### src/rtl/fifo_wr_arbiter_if.sv
// Write-side bundle of the dual-clock FIFO: requester handshake, memory write
// port, Gray pointer exchange and full flag.
interface fifo_wr_arbiter_if #(
    parameter int ADDRSIZE = 5,
    parameter int DSIZE    = 8,
    parameter int NREQ     = 4
);
    logic [NREQ-1:0]       req;
    logic [NREQ*DSIZE-1:0] req_data;
    logic [ADDRSIZE:0]     wq2_rptr;
    logic [NREQ-1:0]       gnt;
    logic                  wen;
    logic [ADDRSIZE-1:0]   waddr;
    logic [DSIZE-1:0]      wdata;
    logic [ADDRSIZE:0]     wptr;
    logic                  wfull;

    modport master (
        output req, req_data, wq2_rptr,
        input  gnt, wen, waddr, wdata, wptr, wfull
    );

    modport slave (
        input  req, req_data, wq2_rptr,
        output gnt, wen, waddr, wdata, wptr, wfull
    );
endinterface

### src/rtl/fifo_wr_arbiter.sv
// Round-robin write-port arbiter for the dual-clock FIFO: owns the write
// pointer (binary + Gray), drives the memory write port and the full flag.
module fifo_wr_arbiter #(
    parameter int ADDRSIZE = 5,
    parameter int DSIZE    = 8,
    parameter int NREQ     = 4
) (
    input  logic              wclk,
    input  logic              wrst,
    fifo_wr_arbiter_if.slave  bus
);
    localparam int IW = (NREQ > 1) ? $clog2(NREQ) : 1;

    logic [ADDRSIZE:0]   wbin_r;
    logic [ADDRSIZE:0]   wptr_r;
    logic [ADDRSIZE-1:0] waddr_r;
    logic [DSIZE-1:0]    wdata_r;
    logic                wen_r;
    logic                wfull_r;
    logic [IW-1:0]       last_r;

    logic [IW-1:0]       pick_s;
    logic                accept_s;
    logic [NREQ-1:0]     gnt_s;
    logic [DSIZE-1:0]    sel_data_s;
    logic [ADDRSIZE:0]   wbinnext_s;
    logic [ADDRSIZE:0]   wgraynext_s;
    logic                full_next_s;

    // Round-robin pick: scan downward so the candidate closest to last+1 is written last and wins.
    always_comb begin
        pick_s = last_r;
        for (int k = NREQ; k >= 1; k--) begin
            pick_s = bus.req[(int'(last_r) + k) % NREQ] ? IW'((int'(last_r) + k) % NREQ) : pick_s;
        end
        accept_s    = !wrst && !wfull_r && (|bus.req);
        gnt_s       = accept_s ? ({{(NREQ-1){1'b0}}, 1'b1} << pick_s) : {NREQ{1'b0}};
        sel_data_s  = bus.req_data[int'(pick_s)*DSIZE +: DSIZE];
        wbinnext_s  = wbin_r + {{ADDRSIZE{1'b0}}, accept_s};
        wgraynext_s = (wbinnext_s >> 1) ^ wbinnext_s;
        // Full when the write pointer has lapped the read pointer: top two Gray bits inverted.
        full_next_s = (wgraynext_s == {~bus.wq2_rptr[ADDRSIZE:ADDRSIZE-1], bus.wq2_rptr[ADDRSIZE-2:0]});
    end

    // Pointer, write-port and arbitration state update.
    always_ff @(posedge wclk) begin
        if (wrst) begin
            wbin_r  <= {(ADDRSIZE+1){1'b0}};
            wptr_r  <= {(ADDRSIZE+1){1'b0}};
            waddr_r <= {ADDRSIZE{1'b0}};
            wdata_r <= {DSIZE{1'b0}};
            wen_r   <= 1'b0;
            wfull_r <= 1'b0;
            last_r  <= IW'(NREQ-1);
        end else begin
            wbin_r  <= wbinnext_s;
            wptr_r  <= wgraynext_s;
            wfull_r <= full_next_s;
            wen_r   <= accept_s;
            if (accept_s) begin
                waddr_r <= wbin_r[ADDRSIZE-1:0];
                wdata_r <= sel_data_s;
                last_r  <= pick_s;
            end
        end
    end

    assign bus.gnt   = gnt_s;
    assign bus.wen   = wen_r;
    assign bus.waddr = waddr_r;
    assign bus.wdata = wdata_r;
    assign bus.wptr  = wptr_r;
    assign bus.wfull = wfull_r;
endmodule

### src/flat_wrapper.sv
// flat-port wrapper written by rule: the top's interface ports become plain ports
module fifo_wr_arbiter_flat 
#(
    parameter int ADDRSIZE = 5,
    parameter int DSIZE    = 8,
    parameter int NREQ     = 4
)
  (wclk, wrst, bus_req, bus_req_data, bus_wq2_rptr, bus_gnt, bus_wen, bus_waddr, bus_wdata, bus_wptr, bus_wfull);
  fifo_wr_arbiter_if #(.ADDRSIZE(ADDRSIZE), .DSIZE(DSIZE), .NREQ(NREQ)) bus_i ();
  input  logic wclk;
  input  logic wrst;
  input wire logic [$bits(bus_i.req)-1:0] bus_req;
  input wire logic [$bits(bus_i.req_data)-1:0] bus_req_data;
  input wire logic [$bits(bus_i.wq2_rptr)-1:0] bus_wq2_rptr;
  output wire logic [$bits(bus_i.gnt)-1:0] bus_gnt;
  output wire logic [$bits(bus_i.wen)-1:0] bus_wen;
  output wire logic [$bits(bus_i.waddr)-1:0] bus_waddr;
  output wire logic [$bits(bus_i.wdata)-1:0] bus_wdata;
  output wire logic [$bits(bus_i.wptr)-1:0] bus_wptr;
  output wire logic [$bits(bus_i.wfull)-1:0] bus_wfull;
  assign bus_i.req = bus_req;
  assign bus_i.req_data = bus_req_data;
  assign bus_i.wq2_rptr = bus_wq2_rptr;
  assign bus_gnt = bus_i.gnt;
  assign bus_wen = bus_i.wen;
  assign bus_waddr = bus_i.waddr;
  assign bus_wdata = bus_i.wdata;
  assign bus_wptr = bus_i.wptr;
  assign bus_wfull = bus_i.wfull;
  fifo_wr_arbiter #(.ADDRSIZE(ADDRSIZE), .DSIZE(DSIZE), .NREQ(NREQ)) u_core (.wclk(wclk), .wrst(wrst), .bus(bus_i));
endmodule
### config.mk
export PLATFORM = sky130hd
export DESIGN_NAME = fifo_wr_arbiter_flat
export DESIGN_NICKNAME = d
export VERILOG_FILES = /design/src/rtl/fifo_wr_arbiter_if.sv /design/src/rtl/fifo_wr_arbiter.sv /design/src/flat_wrapper.sv
export SDC_FILE = /design/constraint.sdc
export NUM_CORES = 1
export LEC_CHECK = 0
export ABC_AREA = 0
export BUFFER_PORTS_ARGS = -buffer_cell sky130_fd_sc_hd__buf_4
export CORE_MARGIN = 1.5
export CORE_UTILIZATION = 29
export DETAILED_ROUTE_END_ITERATION = 8
export PLACE_DENSITY = 0.53
export RECOVER_POWER = 100
export SYNTH_ARGS = -nofsm -noshare
export SYNTH_HDL_FRONTEND = slang
export SYNTH_SLANG_ARGS = --single-unit
export TNS_END_PERCENT = 20
### constraint.sdc
create_clock -name wclk -period 6.1 [get_ports wclk]
set_clock_uncertainty 0.2 [all_clocks]
set_input_delay 0.305 -clock wclk [delete_from_list [all_inputs] [get_ports wclk]]
set_output_delay 0.305 -clock wclk [all_outputs]
set_load 0.005 [all_outputs]
==> flow_metrics.env, run 1 <==
export IMPL_areaGrowthSynthToFinish_pct=35.2
export IMPL_viasPerCell=4.64
export IMPL_syn_area_per_cell_um2=8.59
export IMPL_period_minus_slack_ps=3450
export IMPL_p_per_area_mw_per_mm2=208
export IMPL_synth_edf_count=0
export IMPL_hold_path_class="in2reg"
export IMPL_finalHoldViolations=0
export IMPL_dpl_instance_area_mm2=0.00211
export IMPL_n_antenna_cell=0
export IMPL_wl_per_cell_um=12.9
export IMPL_dr_pass1_iters=4
export IMPL_drc=0
export IMPL_fmax_mhz=290
export IMPL_peakVddDrop_v=0.0000853
export IMPL_dpl_hpwl_um=3020
export IMPL_gp_congestion=0.765
export IMPL_cts_root_buf="clkbuf_8"
export IMPL_critPathMaxStageDelay_ps=780
export IMPL_cts_tree="yes"
export IMPL_die_area_mm2=0.00590
export IMPL_relSlewSlack=0.339
export IMPL_port_buffers=68
export IMPL_cts_hold_buf=0
export IMPL_grt_ovfl_total=0
export IMPL_synthFlopType="dfxtp_1"
export IMPL_clk_latency_ps=270
export IMPL_status="finished, final reports clean"
export IMPL_vias=1462
export IMPL_ys_seq_area_frac=0.355
export IMPL_nets=292
export IMPL_async_flop_share=0
export IMPL_h_tree_depth=1
export IMPL_clockBufferDepth=2
export IMPL_die_h_um=76.8
export IMPL_die_x_um=76.8
export IMPL_p_leak_nw=1.00
export IMPL_grt_pass1_wl_um=6560
export IMPL_fin_area_mm2=0.00214
export IMPL_critPathBufInv=0
export IMPL_critPathTopFamily="simple AND/OR/NAND/NOR gates"
export IMPL_path_clk_slew_ps=100
export IMPL_fin_crit_sh=0.566
export IMPL_place_ws_ps=2790
export IMPL_initial_utilization=0.306
export IMPL_drive_above_1_share=0.278
export IMPL_grt_use_total=0.138
export IMPL_postCtsSetupBuffers=0
export IMPL_synth_cell_types=38
export IMPL_worstPathArrival_ps=3460
export IMPL_grt_max_degree=18
export IMPL_setup_viol=0
export IMPL_worstPathRequired_ps=6100
export IMPL_io_pins=69
export IMPL_critPathKind="reg2reg"
export IMPL_ys_warn_count=0
export IMPL_antenna_found_initial=0
export IMPL_cts_buffers=3
export IMPL_maxCapViolCount=0
export IMPL_synth_seq_cells=28
export IMPL_cts_num_sinks=28
export IMPL_worst_slew_pin_slew_ps=987
export IMPL_core_mm2=0.00517
export IMPL_synth_area_mm2=0.00158
export IMPL_layout_commonest_cell="buf_4"
export IMPL_final_cell_mix="buf_4 (43), dfxtp_1 (28), clkbuf_4 (21)"
export IMPL_crit_slowest_cell="nor3_1"
export IMPL_fin_ws_ps=2650
export IMPL_synthCells=184
export IMPL_critPathLaunchType="flop"
export IMPL_fin_setup_tns_ps=0
export IMPL_cts_resized=0
export IMPL_synthesis_nets=230
export IMPL_routed_wl_um=4060
export IMPL_drtIter0Drc=82
export IMPL_slew_viol_final=0
export IMPL_cp_end_kind="flop"
export IMPL_rsz0062_at_grt="no"
export IMPL_ant_nets=0
export IMPL_crit_fanout=10
export IMPL_grt_pass1_vias=1379
export IMPL_cp_cell_sequence="nor3_1 -> ha_1 -> ha_1 -> xor2_1 -> xor2_1 -> or3_1 -> a2111o_1 -> nor3_1"
export IMPL_num_rows=26
worst register-to-register path: stages (launching register included):
cell,delay [ps]
dfxtp_1,360
nor3_1,780
ha_1,340
ha_1,300
xor2_1,320
xor2_1,130
or3_1,360
a2111o_1,410
nor3_1,190
report_power, final:
group          leakage [nW]  switching (W)  internal, W
combinational         0.745      0.0000565    0.0000642
clock                0.0288      0.0000584    0.0000578
sequential            0.230     0.00000952     0.000199
flip-flops by register name, indices dropped and copies added (netlist names):
name	cells
u_core.last_r	2
u_core.bus.waddr	5
u_core.bus.wptr	6
u_core.bus.wdata	8
u_core.bus.wen	1
u_core.bus.wfull	1
u_core.wbin_r	5
path summary, 6_finish.rpt:
path,cells after the start,slack [ps],to,from
min reg2reg,2,290,u_core.bus.wdata[2]$_SDFFE_PP0P_,u_core.bus.wdata[2]$_SDFFE_PP0P_
max reg2reg,8,2650,u_core.bus.wfull$_SDFF_PP0_,u_core.bus.wfull$_SDFF_PP0_
max,8,2650,u_core.bus.wfull$_SDFF_PP0_,u_core.bus.wfull$_SDFF_PP0_
min,2,110,u_core.bus.wptr[4]$_SDFF_PP0_,wrst
metal layers:
| metal | track usage | vias to the layer above | routed length (µm) |
|---|---|---|---|
| met4 | 0.0500 | 0 | 62 |
| li1 | - | 760 | - |
| met3 | 0.0190 | 4 | 113 |
| met5 | 0 | - | 0 |
| met1 | 0.178 | 671 | 1900 |
| met2 | 0.231 | 27 | 1990 |
through the flow:
stage          hold slack (ps)  power (W)   util  cells
2_1_floorplan              177   0.000281      -    184
3_3_place_gp               270   0.000339  0.409    311
3_5_place_dp               263   0.000339  0.409    311
4_1_cts                    113   0.000458  0.419    315
5_1_grt                    105   0.000476  0.413    315
6_report                   107   0.000445  0.413    315
cells in the mapped netlist (6+ instances only):
cell type | instances | area [µm²]
nand2_1 | 20 | 75.1
dfxtp_1 | 28 | 561
inv_1 | 11 | 41.3
mux2i_1 | 10 | 100
nor2b_1 | 6 | 37.5
nor3_1 | 10 | 50.1
nor2_1 | 12 | 45.0
a31oi_1 | 9 | 56.3
o21ai_0 | 9 | 45.0
o211ai_1 | 8 | 60.1
xnor2_1 | 7 | 61.3
cell families (layout without fill, tap and decap cells):
| family | count (synthesis) | count (layout) | share of synthesized area |
|---|---|---|---|
| flip-flops | 28 | 28 | 0.355 |
| multiplexers | 10 | 10 | 0.0633 |
| adder cells (fa/ha/maj) | 2 | 2 | 0.0158 |
| XOR/XNOR | 16 | 16 | 0.120 |
| AO/OA/AOI/OAI | 40 | 40 | 0.171 |
| AND/OR/NAND/NOR | 66 | 66 | 0.208 |
| buffers and inverters | 22 | 83 | 0.0665 |
layout make-up:
type | count | area (µm²)
well taps | 70 | 87.6
flip-flops and latches | 28 | 561
fillers | 546 | 3040
inverters | 11 | 41.3
clock buffers | 4 | 55.1
repair buffers | 68 | 495
multi-input cells | 134 | 897
No activity file was read; power rests on OpenSTA's default activity.
==> inputs of run 2 (changes only) <==
==> constraint.sdc (replaced) <==
create_clock -name wclk -period 3.4 [get_ports wclk]
set_clock_uncertainty 0.2 [all_clocks]
set_input_delay 0.17 -clock wclk [delete_from_list [all_inputs] [get_ports wclk]]
set_output_delay 0.17 -clock wclk [all_outputs]
set_load 0.005 [all_outputs]
==> flow_metrics.env, run 2 (same netlist as run 1, synthesis figures left out) <==
export IMPL_cts_root_buf="clkbuf_8"
export IMPL_met1_length_um=1910
export IMPL_cp_end_kind="flop"
export IMPL_status="finished, final reports clean"
export IMPL_nFillCells=529
export IMPL_hold_slack_ps=1.67
export IMPL_layout_commonest_cell="buf_4"
export IMPL_io_pins=69
export IMPL_clk_latency_ps=270
export IMPL_switching_power_w=0.000231
export IMPL_fin_crit_sh=0.907
export IMPL_cp_cell_sequence="dlygate4sd3_1 -> buf_4 -> nor3_1 -> ha_1 -> ha_1 -> xor2_2 -> xor2_1 -> or3_1 -> a2111o_1 -> nor3_2"
export IMPL_gp_congestion=0.769
export IMPL_fin_util=0.445
export IMPL_dr_pass1_iters=4
export IMPL_largest_reg_flops=8
export IMPL_critPathTopFamily="simple AND/OR/NAND/NOR gates"
export IMPL_peakVddDrop_v=0.000193
export IMPL_initial_utilization=0.306
export IMPL_grt_use_total=0.145
export IMPL_cts_num_sinks=28
export IMPL_finalHoldViolations=0
export IMPL_drc=0
export IMPL_dpl_hpwl_um=3110
export IMPL_p_per_area_mw_per_mm2=382
export IMPL_ant_nets=0
export IMPL_critPathKind="in2reg"
export IMPL_cts_buffers=3
export IMPL_relSlewSlack=0.525
export IMPL_rsz0062_at_grt="no"
export IMPL_switching_share=0.263
export IMPL_maxCapViolCount=0
export IMPL_die_h_um=76.8
export IMPL_n_antenna_cell=0
export IMPL_place_ws_ps=343
export IMPL_crit_fanout=15
export IMPL_seq_power_share=0.426
export IMPL_vias=1512
export IMPL_areaGrowthSynthToFinish_pct=45.5
export IMPL_critPathMaxStageDelay_ps=540
export IMPL_grt_pass1_vias=1424
export IMPL_num_rows=26
export IMPL_critPathBufInv=2
export IMPL_pwr_share_comb=0.272
export IMPL_antenna_found_initial=0
export IMPL_crit_slowest_cell="dlygate4sd3_1"
export IMPL_viasPerCell=4.60
export IMPL_clockPowerShare=0.302
export IMPL_critPathLaunchType="input pin"
export IMPL_highest_layer="met4"
export IMPL_path_clk_slew_ps=100
export IMPL_grt_ovfl_total=0
export IMPL_fmax_mhz=324
export IMPL_drive_above_1_share=0.290
export IMPL_route_met3_wl_um=164
export IMPL_wl_per_cell_um=12.7
export IMPL_port_buffers=68
export IMPL_p_leak_nw=1.07
export IMPL_period_minus_slack_ps=3080
export IMPL_area_sequential_um2=561
export IMPL_drtIter0Drc=93
export IMPL_routed_wl_um=4170
export IMPL_grt_max_degree=18
export IMPL_worstPathArrival_ps=3100
export IMPL_setup_viol=0
export IMPL_postCtsSetupBuffers=0
export IMPL_worstPathRequired_ps=3410
export IMPL_grt_pass1_wl_um=6930
export IMPL_die_x_um=76.8
export IMPL_clockBufferDepth=2
export IMPL_finalPower_w=0.000878
export IMPL_slew_viol_final=0
export IMPL_fin_setup_tns_ps=0
export IMPL_worst_slew_pin_slew_ps=711
export IMPL_core_mm2=0.00517
export IMPL_final_cell_mix="buf_4 (47), dfxtp_1 (28), clkbuf_4 (22)"
export IMPL_nets=306
export IMPL_hold_path_class="in2reg"
export IMPL_crit_top_cell="ha_1"
export IMPL_die_area_mm2=0.00590
export IMPL_cts_tree="yes"
export IMPL_dr_wl_met2_um=2040
export IMPL_multi_input_area_um2=910
export IMPL_h_tree_depth=1
export IMPL_p_int_w=0.000647
export IMPL_fin_ws_ps=316
run 2: final cells by class:
cell class,count,share of cell area
clock buffer,3,0.0180
clock inverter,1,0.0131
inverter,11,0.0180
multi-input combinational,134,0.396
sequential,28,0.244
tap,70,0.0381
timing repair buffer,82,0.274
run 2: what timing repair did:
action | CTS | global route
resized for setup | 0 | 0
setup endpoints to repair | 0 | 0
hold buffers | 10 | 0
hold endpoints to repair | 17 | 0
run 2: final timing paths:
kind | from | to | slack [ps] | depth (start not counted)
hold reg to reg | u_core.bus.waddr[1]$_SDFFE_PP0P_ | u_core.bus.waddr[1]$_SDFFE_PP0P_ | 290 | 1
hold / removal | bus_req_data[28] | u_core.bus.wdata[4]$_SDFFE_PP0P_ | 2 | 3
setup reg to reg | u_core.last_r[1]$_SDFFE_PP1P_ | u_core.bus.wdata[3]$_SDFFE_PP0P_ | 550 | 7
setup / recovery | wrst | u_core.bus.wfull$_SDFF_PP0_ | 320 | 10
run 2: per-stage QoR:
step	std cells	instance area, µm²
after floorplan	184	1580
after global placement	315	2140
after detailed placement	315	2140
after CTS	329	2320
after global routing	329	2300
final	329	2300
run 2: worst register-to-register path: cells and delay by family (launching register included):
family / cells / cell delay, ps
AND/OR/NAND/NOR: 2 / 730
buffers and inverters: 2 / 720
multiplexers: 2 / 540
flip-flops: 1 / 470
AO/OA/AOI/OAI: 1 / 70
run 2: power groups by stage:
stage	Combinational [W]	Sequential (W)	Clock (W)
3_3_place_gp	0.000231	0.000383	0
5_1_grt	0.000262	0.000379	0.000294
3_5_place_dp	0.000231	0.000382	0
4_1_cts	0.000246	0.000375	0.000279
6_report	0.000239	0.000374	0.000265
2_1_floorplan	0.000125	0.000380	0
run 2: per-layer routing:
| layer | track usage | vias up |
|---|---|---|
| li1 | - | 789 |
| met1 | 0.195 | 687 |
| met2 | 0.236 | 32 |
| met3 | 0.0202 | 4 |
| met4 | 0.0500 | 0 |
| met5 | 0 | - |
==> inputs of run 3 (changes only) <==
--- a/config.mk
+++ b/config.mk
@@ -10,6 +10,7 @@
 export CORE_MARGIN = 1.5
 export CORE_UTILIZATION = 29
 export DETAILED_ROUTE_END_ITERATION = 8
+export GPL_TIMING_DRIVEN = 0
 export PLACE_DENSITY = 0.53
 export RECOVER_POWER = 100
 export SYNTH_ARGS = -nofsm -noshare
==> flow_metrics.env, run 3 (same netlist as run 1, synthesis figures left out) <==
export IMPL_grt_pass1_vias=1431
export IMPL_h_tree_depth=1
export IMPL_crit_top_cell="ha_1"
export IMPL_finalNonFillerCells=335
export IMPL_routed_wl_um=4290
export IMPL_slew_viol_final=0
export IMPL_cts_tree="yes"
export IMPL_viasPerCell=4.56
export IMPL_period_minus_slack_ps=3140
export IMPL_layout_commonest_cell="buf_4"
export IMPL_placed_cells=322
export IMPL_critPathTopFamily="simple AND/OR/NAND/NOR gates"
export IMPL_cts_num_sinks=28
export IMPL_cp_cell_sequence="dlygate4sd3_1 -> buf_4 -> nor3_4 -> ha_1 -> ha_1 -> xor2_2 -> xor2_1 -> or3_1 -> a2111o_1 -> nor3_1"
export IMPL_largest_reg_flops=8
export IMPL_final_cell_mix="buf_4 (51), dfxtp_1 (28), nand2_1 (20), clkbuf_4 (20), nor2_1 (12)"
export IMPL_setup_viol=0
export IMPL_dr_pass1_iters=4
export IMPL_vias=1527
export IMPL_clk_latency_ps=270
export IMPL_die_h_um=76.8
export IMPL_p_per_area_mw_per_mm2=348
export IMPL_nets=313
export IMPL_antenna_found_initial=0
export IMPL_drive_above_1_share=0.302
export IMPL_worstPathRequired_ps=3390
export IMPL_critPathBufInv=2
export IMPL_num_rows=26
export IMPL_finalHoldViolations=0
export IMPL_relSlewSlack=0.471
export IMPL_io_pins=69
export IMPL_seq_power_share=0.463
export IMPL_ant_nets=0
export IMPL_critPathLaunchType="input pin"
export IMPL_initial_utilization=0.306
export IMPL_grt_ovfl_total=0
export IMPL_drc=0
export IMPL_clockPowerShare=0.230
export IMPL_die_x_um=76.8
export IMPL_fmax_mhz=318
export IMPL_cp_end_kind="flop"
export IMPL_fin_util=0.444
export IMPL_die_area_mm2=0.00590
export IMPL_crit_slowest_cell="dlygate4sd3_1"
export IMPL_grt_max_degree=15
export IMPL_port_buffers=68
export IMPL_rsz0062_at_grt="no"
export IMPL_core_mm2=0.00517
export IMPL_cts_root_buf="clkbuf_8"
export IMPL_crit_fanout=6
export IMPL_fin_crit_sh=0.924
export IMPL_area_sequential_um2=561
export IMPL_worstPathArrival_ps=3130
export IMPL_critPathKind="in2reg"
export IMPL_p_int_w=0.000570
export IMPL_hold_slack_ps=5.72
export IMPL_areaGrowthSynthToFinish_pct=45.3
export IMPL_p_leak_nw=1.08
export IMPL_path_clk_slew_ps=100
export IMPL_cts_buffers=3
export IMPL_dpl_hpwl_um=3200
export IMPL_fin_setup_tns_ps=0
export IMPL_peakVddDrop_v=0.000161
export IMPL_pwr_share_comb=0.307
export IMPL_critPathMaxStageDelay_ps=530
export IMPL_gp_congestion=0.787
export IMPL_drtIter0Drc=53
export IMPL_hold_path_class="in2reg"
export IMPL_nFillCells=543
export IMPL_maxCapViolCount=0
export IMPL_grt_use_total=0.149
export IMPL_worst_slew_pin_slew_ps=787
export IMPL_fin_area_mm2=0.00230
export IMPL_dpl_instance_area_mm2=0.00218
export IMPL_switching_power_w=0.000230
export IMPL_n_antenna_cell=0
export IMPL_switching_share=0.287
export IMPL_status="finished, final reports clean"
export IMPL_wl_per_cell_um=12.8
export IMPL_multi_input_area_um2=916
export IMPL_grt_pass1_wl_um=7210
export IMPL_clockBufferDepth=2
==> run 3: cell count changes in the layout (fill, tap and decap cells not counted), moves of 2 or more <==
cell	previous run	this run
clkbuf_1	3	8
buf_2	0	2
dlygate4sd3_1	10	6
buf_4	47	51
clkbuf_4	22	20
==> run 3: power groups by stage <==
stage / registers, W / logic, W / clock network (W)
2_1_floorplan: 0.000380 / 0.000125 / 0
3_3_place_gp: 0.000379 / 0.000239 / 0
3_5_place_dp: 0.000379 / 0.000240 / 0
4_1_cts: 0.000371 / 0.000247 / 0.000196
5_1_grt: 0.000375 / 0.000273 / 0.000211
6_report: 0.000370 / 0.000246 / 0.000184
==> run 3: stage by stage <==
stage	total power, W	setup slack [ps]
5_1_grt	0.000860	76.5
2_1_floorplan	0.000505	585
3_5_place_dp	0.000618	52.5
4_1_cts	0.000815	14.7
3_3_place_gp	0.000618	-1.98
6_report	0.000800	257
==> run 3: worst reg2reg max path: stages (launching register included) <==
cell and delay, ps:
dfxtp_1 310, buf_2 170, mux2i_1 240, or2_1 120, clkbuf_2 210, and3_1 170
buf_2 160, clkbuf_1 490, mux2i_1 240, dlygate4sd3_1 560, o211ai_1 70
==> run 3: per-layer routing <==
layer	track usage	share of wire	vias up	wire, µm
li1	-	-	801	-
met1	0.215	0.49	690	2100
met2	0.232	0.46	34	1980
met3	0.0202	0.042	2	179
met4	0.0389	0.0082	0	35
met5	0	0	-	0
==> run 3: cell type report <==
cell class | count | share of cell area
Sequential cell | 28 | 0.244
Clock buffer | 3 | 0.0180
Buffer | 11 | 0.0245
Tap cell | 70 | 0.0381
Timing Repair Buffer | 78 | 0.258
Inverter | 11 | 0.0180
Multi-Input combinational cell | 134 | 0.399
==> run 3: timing repair <==
item	in CTS	in global routing
gates resized for setup	0	1
setup buffers	0	4
endpoints found under the hold margin	4	1
endpoints found under the setup margin	0	1
hold buffers	5	1
==> run 3: worst paths after layout <==
kind	to	cells past startpoint	startpoint	slack [ps]
max	u_core.bus.wfull$_SDFF_PP0_	10	wrst	260
max reg2reg	u_core.bus.wdata[6]$_SDFFE_PP0P_	10	u_core.last_r[1]$_SDFFE_PP1P_	330
min	u_core.bus.wdata[0]$_SDFFE_PP0P_	3	bus_req_data[24]	6
min reg2reg	u_core.bus.wdata[1]$_SDFFE_PP0P_	2	u_core.bus.wdata[1]$_SDFFE_PP0P_	290
